--- config.mk ---
export PLATFORM = sky130hd
export DESIGN_NAME = cpu_run_ctrl
export DESIGN_NICKNAME = d
export VERILOG_FILES = /design/src/rtl/cpu_run_ctrl.sv
export SDC_FILE = /design/constraint.sdc
export NUM_CORES = 1
export LEC_CHECK = 0
export BUFFER_PORTS_ARGS = -buffer_cell sky130_fd_sc_hd__buf_2
export CAP_MARGIN = 15
export CORE_MARGIN = 4
export CORE_UTILIZATION = 45
export DETAILED_ROUTE_END_ITERATION = 16
export GPL_TIMING_DRIVEN = 0
export MAX_ROUTING_LAYER = met4
export PLACE_DENSITY = 0.78
export RECOVER_POWER = 25
export SYNTH_ARGS = -nofsm -noshare
export SYNTH_HDL_FRONTEND = slang
export SYNTH_SLANG_ARGS = --single-unit
--- constraint.sdc ---
create_clock -name clk -period 4.4 [get_ports clk]
set_input_delay 1.32 -clock clk [delete_from_list [all_inputs] [get_ports clk]]
set_output_delay 1.32 -clock clk [all_outputs]
set_load 0.005 [all_outputs]
--- src/rtl/cpu_run_ctrl.sv ---
// Run/halt/single-step sequencer gating PC advance and writeback for the single-cycle core.
// Optional parity trap enabled by defining RUN_CTRL_PARITY_TRAP_EN.
module cpu_run_ctrl #(
  parameter int unsigned CNT_W       = 32,
  parameter logic [3:0]  HALT_OPCODE = 4'hF
) (
  input  logic             clk,
  input  logic             rst_n,
  input  logic             start,
  input  logic             stop,
  input  logic             step,
  input  logic [CNT_W-1:0] cycle_limit,
  input  logic [3:0]       opcode,
  input  logic [31:0]      pc_value,
  input  logic             parity_error,
  output logic             pc_en,
  output logic             wb_en,
  output logic             busy,
  output logic             done,
  output logic             fault,
  output logic [1:0]       halt_cause,
  output logic [31:0]      halt_pc,
  output logic [CNT_W-1:0] cycle_count
);

  typedef enum logic [2:0] {
    S_IDLE,
    S_RUN,
    S_STEP,
    S_HALTED,
    S_FAULT
  } state_t;

  localparam logic [1:0] CAUSE_NONE  = 2'b00;
  localparam logic [1:0] CAUSE_HALT  = 2'b01;
  localparam logic [1:0] CAUSE_HOST  = 2'b10;
  localparam logic [1:0] CAUSE_LIMIT = 2'b11;

  state_t           state, state_next;
  logic [1:0]       cause, cause_next;
  logic [CNT_W-1:0] count;
  logic [CNT_W-1:0] count_inc;
  logic [31:0]      hpc;
  logic             done_q;
  logic             active, trap, is_halt_op, retire, limit_hit, launch;

  assign active     = (state == S_RUN) || (state == S_STEP);
  assign is_halt_op = (opcode == HALT_OPCODE);
  assign count_inc  = count + CNT_W'(1);
  assign limit_hit  = (cycle_limit != '0) && (count_inc == cycle_limit);
  assign launch     = ((state == S_IDLE) || (state == S_HALTED)) && (start || step);
  assign retire     = active && !trap && !is_halt_op && !stop;

`ifdef RUN_CTRL_PARITY_TRAP_EN
  assign trap = active && parity_error;
`else
  logic unused_parity;
  assign unused_parity = parity_error;
  assign trap          = 1'b0;
`endif

  always_ff @(posedge clk or negedge rst_n) begin
    if (!rst_n) begin
      state <= S_IDLE;
    end else begin
      state <= state_next;
    end
  end

  always_comb begin
    state_next = state;
    cause_next = cause;
    case (state)
      S_IDLE, S_HALTED: begin
        if (start) begin
          state_next = S_RUN;
          cause_next = CAUSE_NONE;
        end else if (step) begin
          state_next = S_STEP;
          cause_next = CAUSE_NONE;
        end
      end
      S_RUN, S_STEP: begin
        if (trap) begin
          state_next = S_FAULT;
        end else if (is_halt_op) begin
          state_next = S_HALTED;
          cause_next = CAUSE_HALT;
        end else if (stop) begin
          state_next = S_HALTED;
          cause_next = CAUSE_HOST;
        end else if (limit_hit) begin
          state_next = S_HALTED;
          cause_next = CAUSE_LIMIT;
        end else if (state == S_STEP) begin
          state_next = S_HALTED;
          cause_next = CAUSE_HOST;
        end
      end
      S_FAULT: state_next = S_FAULT;
      default: state_next = S_IDLE;
    endcase
  end

  always_comb begin
    pc_en = retire;
    wb_en = retire;
    busy  = active;
`ifdef RUN_CTRL_PARITY_TRAP_EN
    fault = (state == S_FAULT);
`else
    fault = 1'b0;
`endif
  end

  // halt_pc samples during the first HALTED cycle, when the PC has already
  // taken the final retire's update.
  always_ff @(posedge clk or negedge rst_n) begin
    if (!rst_n) begin
      cause  <= CAUSE_NONE;
      count  <= '0;
      hpc    <= '0;
      done_q <= 1'b0;
    end else begin
      cause  <= cause_next;
      done_q <= active && (state_next == S_HALTED);
      if (launch) begin
        count <= '0;
      end else if (retire) begin
        count <= count_inc;
      end
      if (done_q) begin
        hpc <= pc_value;
      end
    end
  end

  assign done        = done_q;
  assign halt_cause  = cause;
  assign halt_pc     = hpc;
  assign cycle_count = count;

endmodule

==> summary.md, run 1 <==
| Metric | Value |
|---|---|
| Status | `complete, but fails checks` |
| Failing checks | `max-capacitance violations, max-slew violations` |
| Final WL | `12.86 mm` |
| Pwr Total | `2.496 mW` |
| Clock Tree Buf Depth | `2` |
| Final Max Tran Viols | `71` |
| Initial antenna violation count | `0` |
| Slowest-stage cell, CP | `or3_1` |
| Top layer in use | `met4` |
| Met2 WL | `5.960 mm` |
| EDFF count, synth | `0` |
| Setup crit start kind | `primary input` |
| Final instance area | `5465 um2` |
| DPL Wire Length | `10.02 mm` |
| CTS buffer count | `9` |
| Met1 WL | `5.446 mm` |
| CP Buf/Inv Count | `5` |
| I/O Pins | `145` |
| CP most frequent cell | `buf_2` |
| CTS tree | `done` |
| Setup Buffers After CTS | `0` |
| Clk_lat worst skew | `360 ps` |
| Cells after DPL | `744` |
| Fin Clk Skew | `16.82 ps` |
| Die Footprint | `11400 um2` |
| Net count after synthesis | `547` |
| Clk sink count | `70` |
| Lkg Pwr | `2.435 nW` |
| CP arrival | `3000 ps` |
| Maximum vdd drop | `0.0003015 V` |
| Top cells by area, synth | `dfrtp_1, mux2_2, xnor2_1` |
| FFs w/ async S/R, synth | `1.000` |
| Part of the cycle the worst path needs | `0.9807` |
| Seq/Total Area, Yosys | `0.3990` |
| Slew headroom | `-0.1626` |
| Required time worst endpoint | `3080 ps` |
| Gr usage total | `0.2287` |
| Max cap viols | `1` |
| Cell Area, Synth | `4390 um2` |
| Finished Layout Cells | `759` |
| Layout cells sized above 1 | `0.3508` |
| Syn-to-layout area delta | `24.48%` |
| Clock root buffer master | `clkbuf_8` |
| Layout net count | `700` |
| Synth Area per Inst | `9.302 um2` |
| Post_cts resized | `1` |
| Maximum clock rate | `231.7 MHz` |
| Synth Warn # | `0` |
| Hold path depth | `1` |
| Final Wtd Congestion | `0.9360` |
| Reg clk slew, reported paths | `80 ps` |
| Worst hold margin | `503.9 ps` |
| Synth cell types | `61` |
| Commonest cells after routing, fill and taps aside | `buf_2, dfrtp_1, nor2_1, nand2_1, o21ai_0` |
| Stages on worst setup path | `8` |
| H-tree depth | `3` |
| DP Area | `5273 um2` |
| Via-to-Cell Ratio | `5.597` |
| Worst-path cell chain | `buf_2 > and4_1 > or3_1 > or2_2 > clkbuf_1 > inv_4 > buf_4 > buf_2` |
| Worst Tran Pin Value | `1744 ps` |
| DR vias | `4248` |
| Ant. Diodes | `0` |
| Worst path max stage delay | `340 ps` |
| IO Port Bufs | `142` |
| Drt initial violations | `311` |
| Critical path class | `in -> out` |
| Pwr Density | `456.8 nW/um2` |
| Final Setup Violations | `0` |
| WL/cell | `16.94 um` |
| Worst Setup End Kind | `output port` |
| Post-Route Setup TNS | `0 ps` |
| HP Class | `reg -> reg` |
| Die Ht | `106.8 um` |
| Grt ovf | `0` |
| Cell count after synthesis | `472` |
| Yosys reg bits | `70` |
| Routed met3 length | `1.201 mm` |
| Largest net degree at the start of global routing | `71` |
| Initial core utilization | `0.4685` |
| Largest fanout on the critical path | `18` |
| RSZ-0062 raised after global routing | `no` |
| Cell taking the most area after synthesis | `dfrtp_1` |
| Tmin final | `4315 ps` |
| Chip Width | `106.8 um` |
| Crit path max-delay family | `simple AND/OR/NAND/NOR gates` |
| Synth top area share | `0.3990` |
| Placeable core area | `9371 um2` |
| Drt pass-1 iters | `5` |
| Hold Fails Final Rpt | `0` |
| Antenna Violating Nets Remaining | `0` |
| Most used DFF post-synth | `dfrtp_1` |
| Via count of the first global-routing pass | `4091` |
| Drt drc | `0` |
| Rows | `35` |
| First-pass GRT wire length | `20.30 mm` |
| Hold Buf Count CTS | `0` |
| Most common cell after layout, fill and taps aside | `buf_2` |
| Worst R2R Path Depth | `9` |
==> cell usage after synthesis (16+ instances only) <==
master    count
nand3_1      19
dfrtp_1      70
o21ai_0      36
a21oi_1      16
xor2_1       16
clkbuf_1     17
nor2_1       41
mux2_2       32
nor4_1       19
nand2_1      36
xnor2_1      35
==> metrics by stage <==
step	worst slack [ps]	util
final	84.96	0.5832
after global routing	7.566	0.5832
after CTS	68.86	0.5834
after detailed placement	-402.6	0.5626
after global placement	-354.0	0.5615
after floorplan	229.0	-
==> cell families (layout without fill, tap and decap cells) <==
kind of cell / after synthesis / after routing / share of synthesized area
XOR/XNOR: 51 / 51 / 0.1017
AND/OR/NAND/NOR: 185 / 185 / 0.2334
flip-flops: 70 / 70 / 0.3990
other: 1 / 1 / 0.0008541
adder cells (fa/ha/maj): 1 / 1 / 0.002849
multiplexers: 35 / 35 / 0.08920
AO/OA/AOI/OAI: 88 / 88 / 0.1291
buffers and inverters: 41 / 199 / 0.04388
==> state kept, by name, summed over array words and instances (netlist names) <==
| signal | flops |
|---|---|
| cycle_count | 32 |
| halt_pc | 32 |
| state | 3 |
| halt_cause | 2 |
| done | 1 |
==> power by group <==
| part | internal [mW] | switching (mW) | leakage [nW] |
|---|---|---|---|
| clock network | 0.263 | 0.273 | 0.0956 |
| logic | 0.467 | 0.577 | 1.45 |
| registers | 0.823 | 0.0931 | 0.894 |
==> cell type report <==
| type | instances | area (um2) |
|---|---|---|
| clock buffers | 9 | 123.9 |
| plain buffers | 33 | 162.7 |
| clock inverters | 7 | 72.57 |
| multi-input cells | 361 | 2446 |
| well taps | 129 | 161.4 |
| inverters | 7 | 28.78 |
| flip-flops and latches | 70 | 1752 |
| fillers | 856 | 3906 |
| repair buffers | 143 | 718.2 |
==> final timing paths <==
path                                             from                           to  slack [ps]
max                                         opcode[2]                        wb_en          80
min                           halt_pc[31]$_DFFE_PN0P_      halt_pc[31]$_DFFE_PN0P_         500
max reg2reg                cycle_count[0]$_DFFE_PN0P_    halt_cause[0]$_DFFE_PN0P_         810
min reg2reg                   halt_pc[31]$_DFFE_PN0P_      halt_pc[31]$_DFFE_PN0P_         500
max in group asynchronous                       rst_n  cycle_count[25]$_DFFE_PN0P_        1930
min in group asynchronous                       rst_n      halt_pc[26]$_DFFE_PN0P_        1420
==> worst register-to-register path: stages (launching register included) <==
cell	delay, ps
dfrtp_1	510
ha_1	320
nand4_1	260
nor4_1	1090
and2_1	290
nand3_1	90
a21oi_1	270
nand4_2	190
nor2_1	140
mux2_1	320
==> layer usage <==
| layer | global-route usage | up-vias |
|---|---|---|
| li1 | - | 2014 |
| met1 | 0.2960 | 1983 |
| met2 | 0.3683 | 223 |
| met3 | 0.04395 | 28 |
| met4 | 0.06575 | 0 |
| met5 | - | - |
No activity file was read; power rests on OpenSTA's default activity.
==> run 2: changes to the inputs <==
- CORE_UTILIZATION: 45 -> 53
- CTS_BUF_LIST: default -> sky130_fd_sc_hd__clkbuf_2 sky130_fd_sc_hd__clkbuf_4 sky130_fd_sc_hd__clkbuf_8
- PLACE_DENSITY: 0.78 -> 0.89
==> summary.md, run 2 (synthesis gave the netlist of run 1 again) <==
| Metric | Value |
|---|---|
| Status | `complete, but fails checks` |
| Failing checks | `max-capacitance violations, max-slew violations` |
| Ant. Diodes | `0 (unchanged)` |
| Drt drc | `0 (unchanged)` |
| Net Sw Power | `0.9145 mW (-3.0%)` |
| Commonest cells after routing, fill and taps aside | `buf_2, dfrtp_1, nor2_1, nand2_1, o21ai_0` |
| Syn-to-layout area delta | `24.37% (about the same)` |
| Clk sink count | `70 (unchanged)` |
| Final Max Tran Viols | `71 (unchanged)` |
| RSZ-0062 raised after global routing | `no` |
| Worst Tran Pin Value | `1735 ps (-9.063 ps)` |
| Layout cells sized above 1 | `0.3508 (unchanged)` |
| Met1 GRT Util | `0.3222 (+0.02625)` |
| Clock Tree Buf Depth | `2 (unchanged)` |
| IO Port Bufs | `142 (unchanged)` |
| Pwr Density | `464.0 nW/um2 (+1.6%)` |
| Internal Pwr Total | `1.619 mW (+4.3%)` |
| Worst Setup End Kind | `output port` |
| Chip Width | `99.02 um (-7.3%)` |
| # fillers | `638 (-25%)` |
| Antenna Violating Nets Remaining | `0 (unchanged)` |
| CP most frequent cell | `buf_2` |
| Worst r2r src | `cycle_count[0]$_DFFE_PN0P_` |
| DPL Wire Length | `9.621 mm (-4.0%)` |
| Switching share of power | `0.3609 (-0.01694)` |
| Die Ht | `99.02 um (-7.3%)` |
| Rows | `32 (-8.6%)` |
| CTS tree | `done` |
| Final Setup Violations | `0 (unchanged)` |
| R2R Setup Slk | `920 ps (+110 ps)` |
| Grt ovf | `0 (unchanged)` |
| Max cap viols | `1 (unchanged)` |
| Tmin final | `4293 ps (-21.70 ps)` |
| Finished Layout Cells | `732 (-3.6%)` |
| Multi-input gate area | `2446 um2 (unchanged)` |
| Setup crit start kind | `primary input` |
| Cells after DPL | `716 (-3.8%)` |
| Pwr Total | `2.534 mW (+1.5%)` |
| First-pass GRT wire length | `20.11 mm (-0.92%)` |
| Hold path depth | `1 (unchanged)` |
| Maximum clock rate | `232.9 MHz (+0.51%)` |
| Fin Clk Skew | `12.06 ps (-4.759 ps)` |
| Lkg Pwr | `2.449 nW (+0.60%)` |
| CP arrival | `2970 ps (-30 ps)` |
| Hold Fails Final Rpt | `0 (unchanged)` |
| Register area | `1752 um2 (unchanged)` |
| DR vias | `4269 (+0.49%)` |
| Worst R2R Path Depth | `9 (unchanged)` |
| Maximum vdd drop | `0.0002690 V (-11%)` |
| Required time worst endpoint | `3080 ps (about the same)` |
| Post-Route Setup TNS | `0 ps (unchanged)` |
| Drt pass-1 iters | `5 (unchanged)` |
| Final WL | `12.40 mm (-3.5%)` |
| Via-to-Cell Ratio | `5.832 (+4.2%)` |
| Slowest-stage cell, CP | `or3_1` |
| Gr usage total | `0.2589 (+0.03015)` |
| Final core occ | `0.6923 (+0.1091)` |
| Worst R2R End | `halt_cause[0]$_DFFE_PN0P_` |
| Hold endpoint | `halt_pc[30]$_DFFE_PN0P_` |
| Setup Buffers After CTS | `0 (unchanged)` |
| Initial antenna violation count | `0 (unchanged)` |
| Most common cell after layout, fill and taps aside | `buf_2` |
| Routing usage on met2 | `0.4236 (+0.05530)` |
| WL/cell | `16.94 um (about the same)` |
| Placeable core area | `7888 um2 (-16%)` |
| Final Wtd Congestion | `0.9613 (+2.7%)` |
| Largest fanout on the critical path | `18 (unchanged)` |
| Hold Crit Start | `halt_pc[30]$_DFFE_PN0P_` |
| Power share of the combinational group | `0.404 (-0.014)` |
| Via count of the first global-routing pass | `4175 (+2.1%)` |
| Largest net degree at the start of global routing | `71 (unchanged)` |
| GRT busiest layer | `met2` |
| DP Area | `5231 um2 (-0.78%)` |
| Die Footprint | `9804 um2 (-14%)` |
| Drt initial violations | `272 (-13%)` |
| GR Layer Usage met3 | `0.05308 (+0.009129)` |
| Reg clk slew, reported paths | `70 ps (about the same)` |
| Slew headroom | `-0.1565 (+0.006043)` |
| Part of the cycle the worst path needs | `0.9758 (-0.004932)` |
| H-tree depth | `3 (unchanged)` |
| Worst path max stage delay | `330 ps (about the same)` |
| Worst-path cell chain | `buf_2 > and4_1 > or3_1 > or2_2 > clkbuf_1 > inv_4 > buf_4 > buf_2` |
| Critical path class | `in -> out` |
| CTS buffer count | `9 (unchanged)` |
| Clk_lat worst skew | `350 ps (about the same)` |
| Initial core utilization | `0.5566 (+0.08814)` |
| Final instance area | `5460 um2 (about the same)` |
| Share of power burned in the clock network | `0.232 (+0.017)` |
| Seq pwr share | `0.364 (-0.003)` |
| Layout net count | `700 (unchanged)` |
| Clock root buffer master | `clkbuf_8` |
| HP Class | `reg -> reg` |
| I/O Pins | `145 (unchanged)` |
## run 2: cell types whose count changed in the layout (fill, tap and decap cells not counted), sizes merged
cell,previous run,this run
buf,156,155
bufinv,1,2
clkbuf,29,31
clkinv,3,2
clkinvlp,2,1
## run 2: final cells by class
class,instances,area share
Timing Repair Buffer,143,0.1315
Buffer,33,0.02979
Sequential cell,70,0.3208
Inverter,7,0.005270
Tap cell,102,0.02337
Clock inverter,6,0.01719
Clock buffer,10,0.02406
Multi-Input combinational cell,361,0.4480
## run 2: worst max-delay path by stage
stage	startpoint	endpoint	slack (ps)	cells after the start
after floorplan	opcode[2]	wb_en	230	7
after global placement	opcode[2]	wb_en	-360	9
after detailed placement	opcode[2]	wb_en	-340	9
after CTS	opcode[2]	wb_en	20	8
after global routing	opcode[2]	wb_en	10	8
final	opcode[2]	wb_en	110	8
## run 2: critical path: cells and delay by family
kind	cells	cell delay (ps)
buf+inv	5	800
simple gates	3	850
## run 2: timing repair
action                     4_1_cts  5_1_grt
resized for setup                0        2
setup endpoints to repair        2        2
hold buffers                     0        0
## run 2: power groups by stage
stage	combinational, mW	sequential, mW	clock, mW
2_1_floorplan	0.582	0.941	0
3_3_place_gp	0.994	0.920	0
3_5_place_dp	1.02	0.938	0
4_1_cts	1.02	0.924	0.599
5_1_grt	1.12	0.949	0.627
6_report	1.02	0.922	0.588
## run 2: metrics by stage
step | setup WS [ps] | hold WS, ps
after floorplan | 229.0 | 505.5
after global placement | -359.2 | 483.2
after detailed placement | -343.3 | 491.6
after CTS | 19.62 | 510.0
after global routing | 10.25 | 529.9
final | 106.7 | 504.5
## run 2: metal layers
layer  share of wire  vias to the layer above  wire [um]
met1            0.41                     2018       5140
met4           0.019                        0        237
li1                -                     2016          -
met3           0.090                       22       1111
met5               0                        -          0
met2            0.48                      213       5912
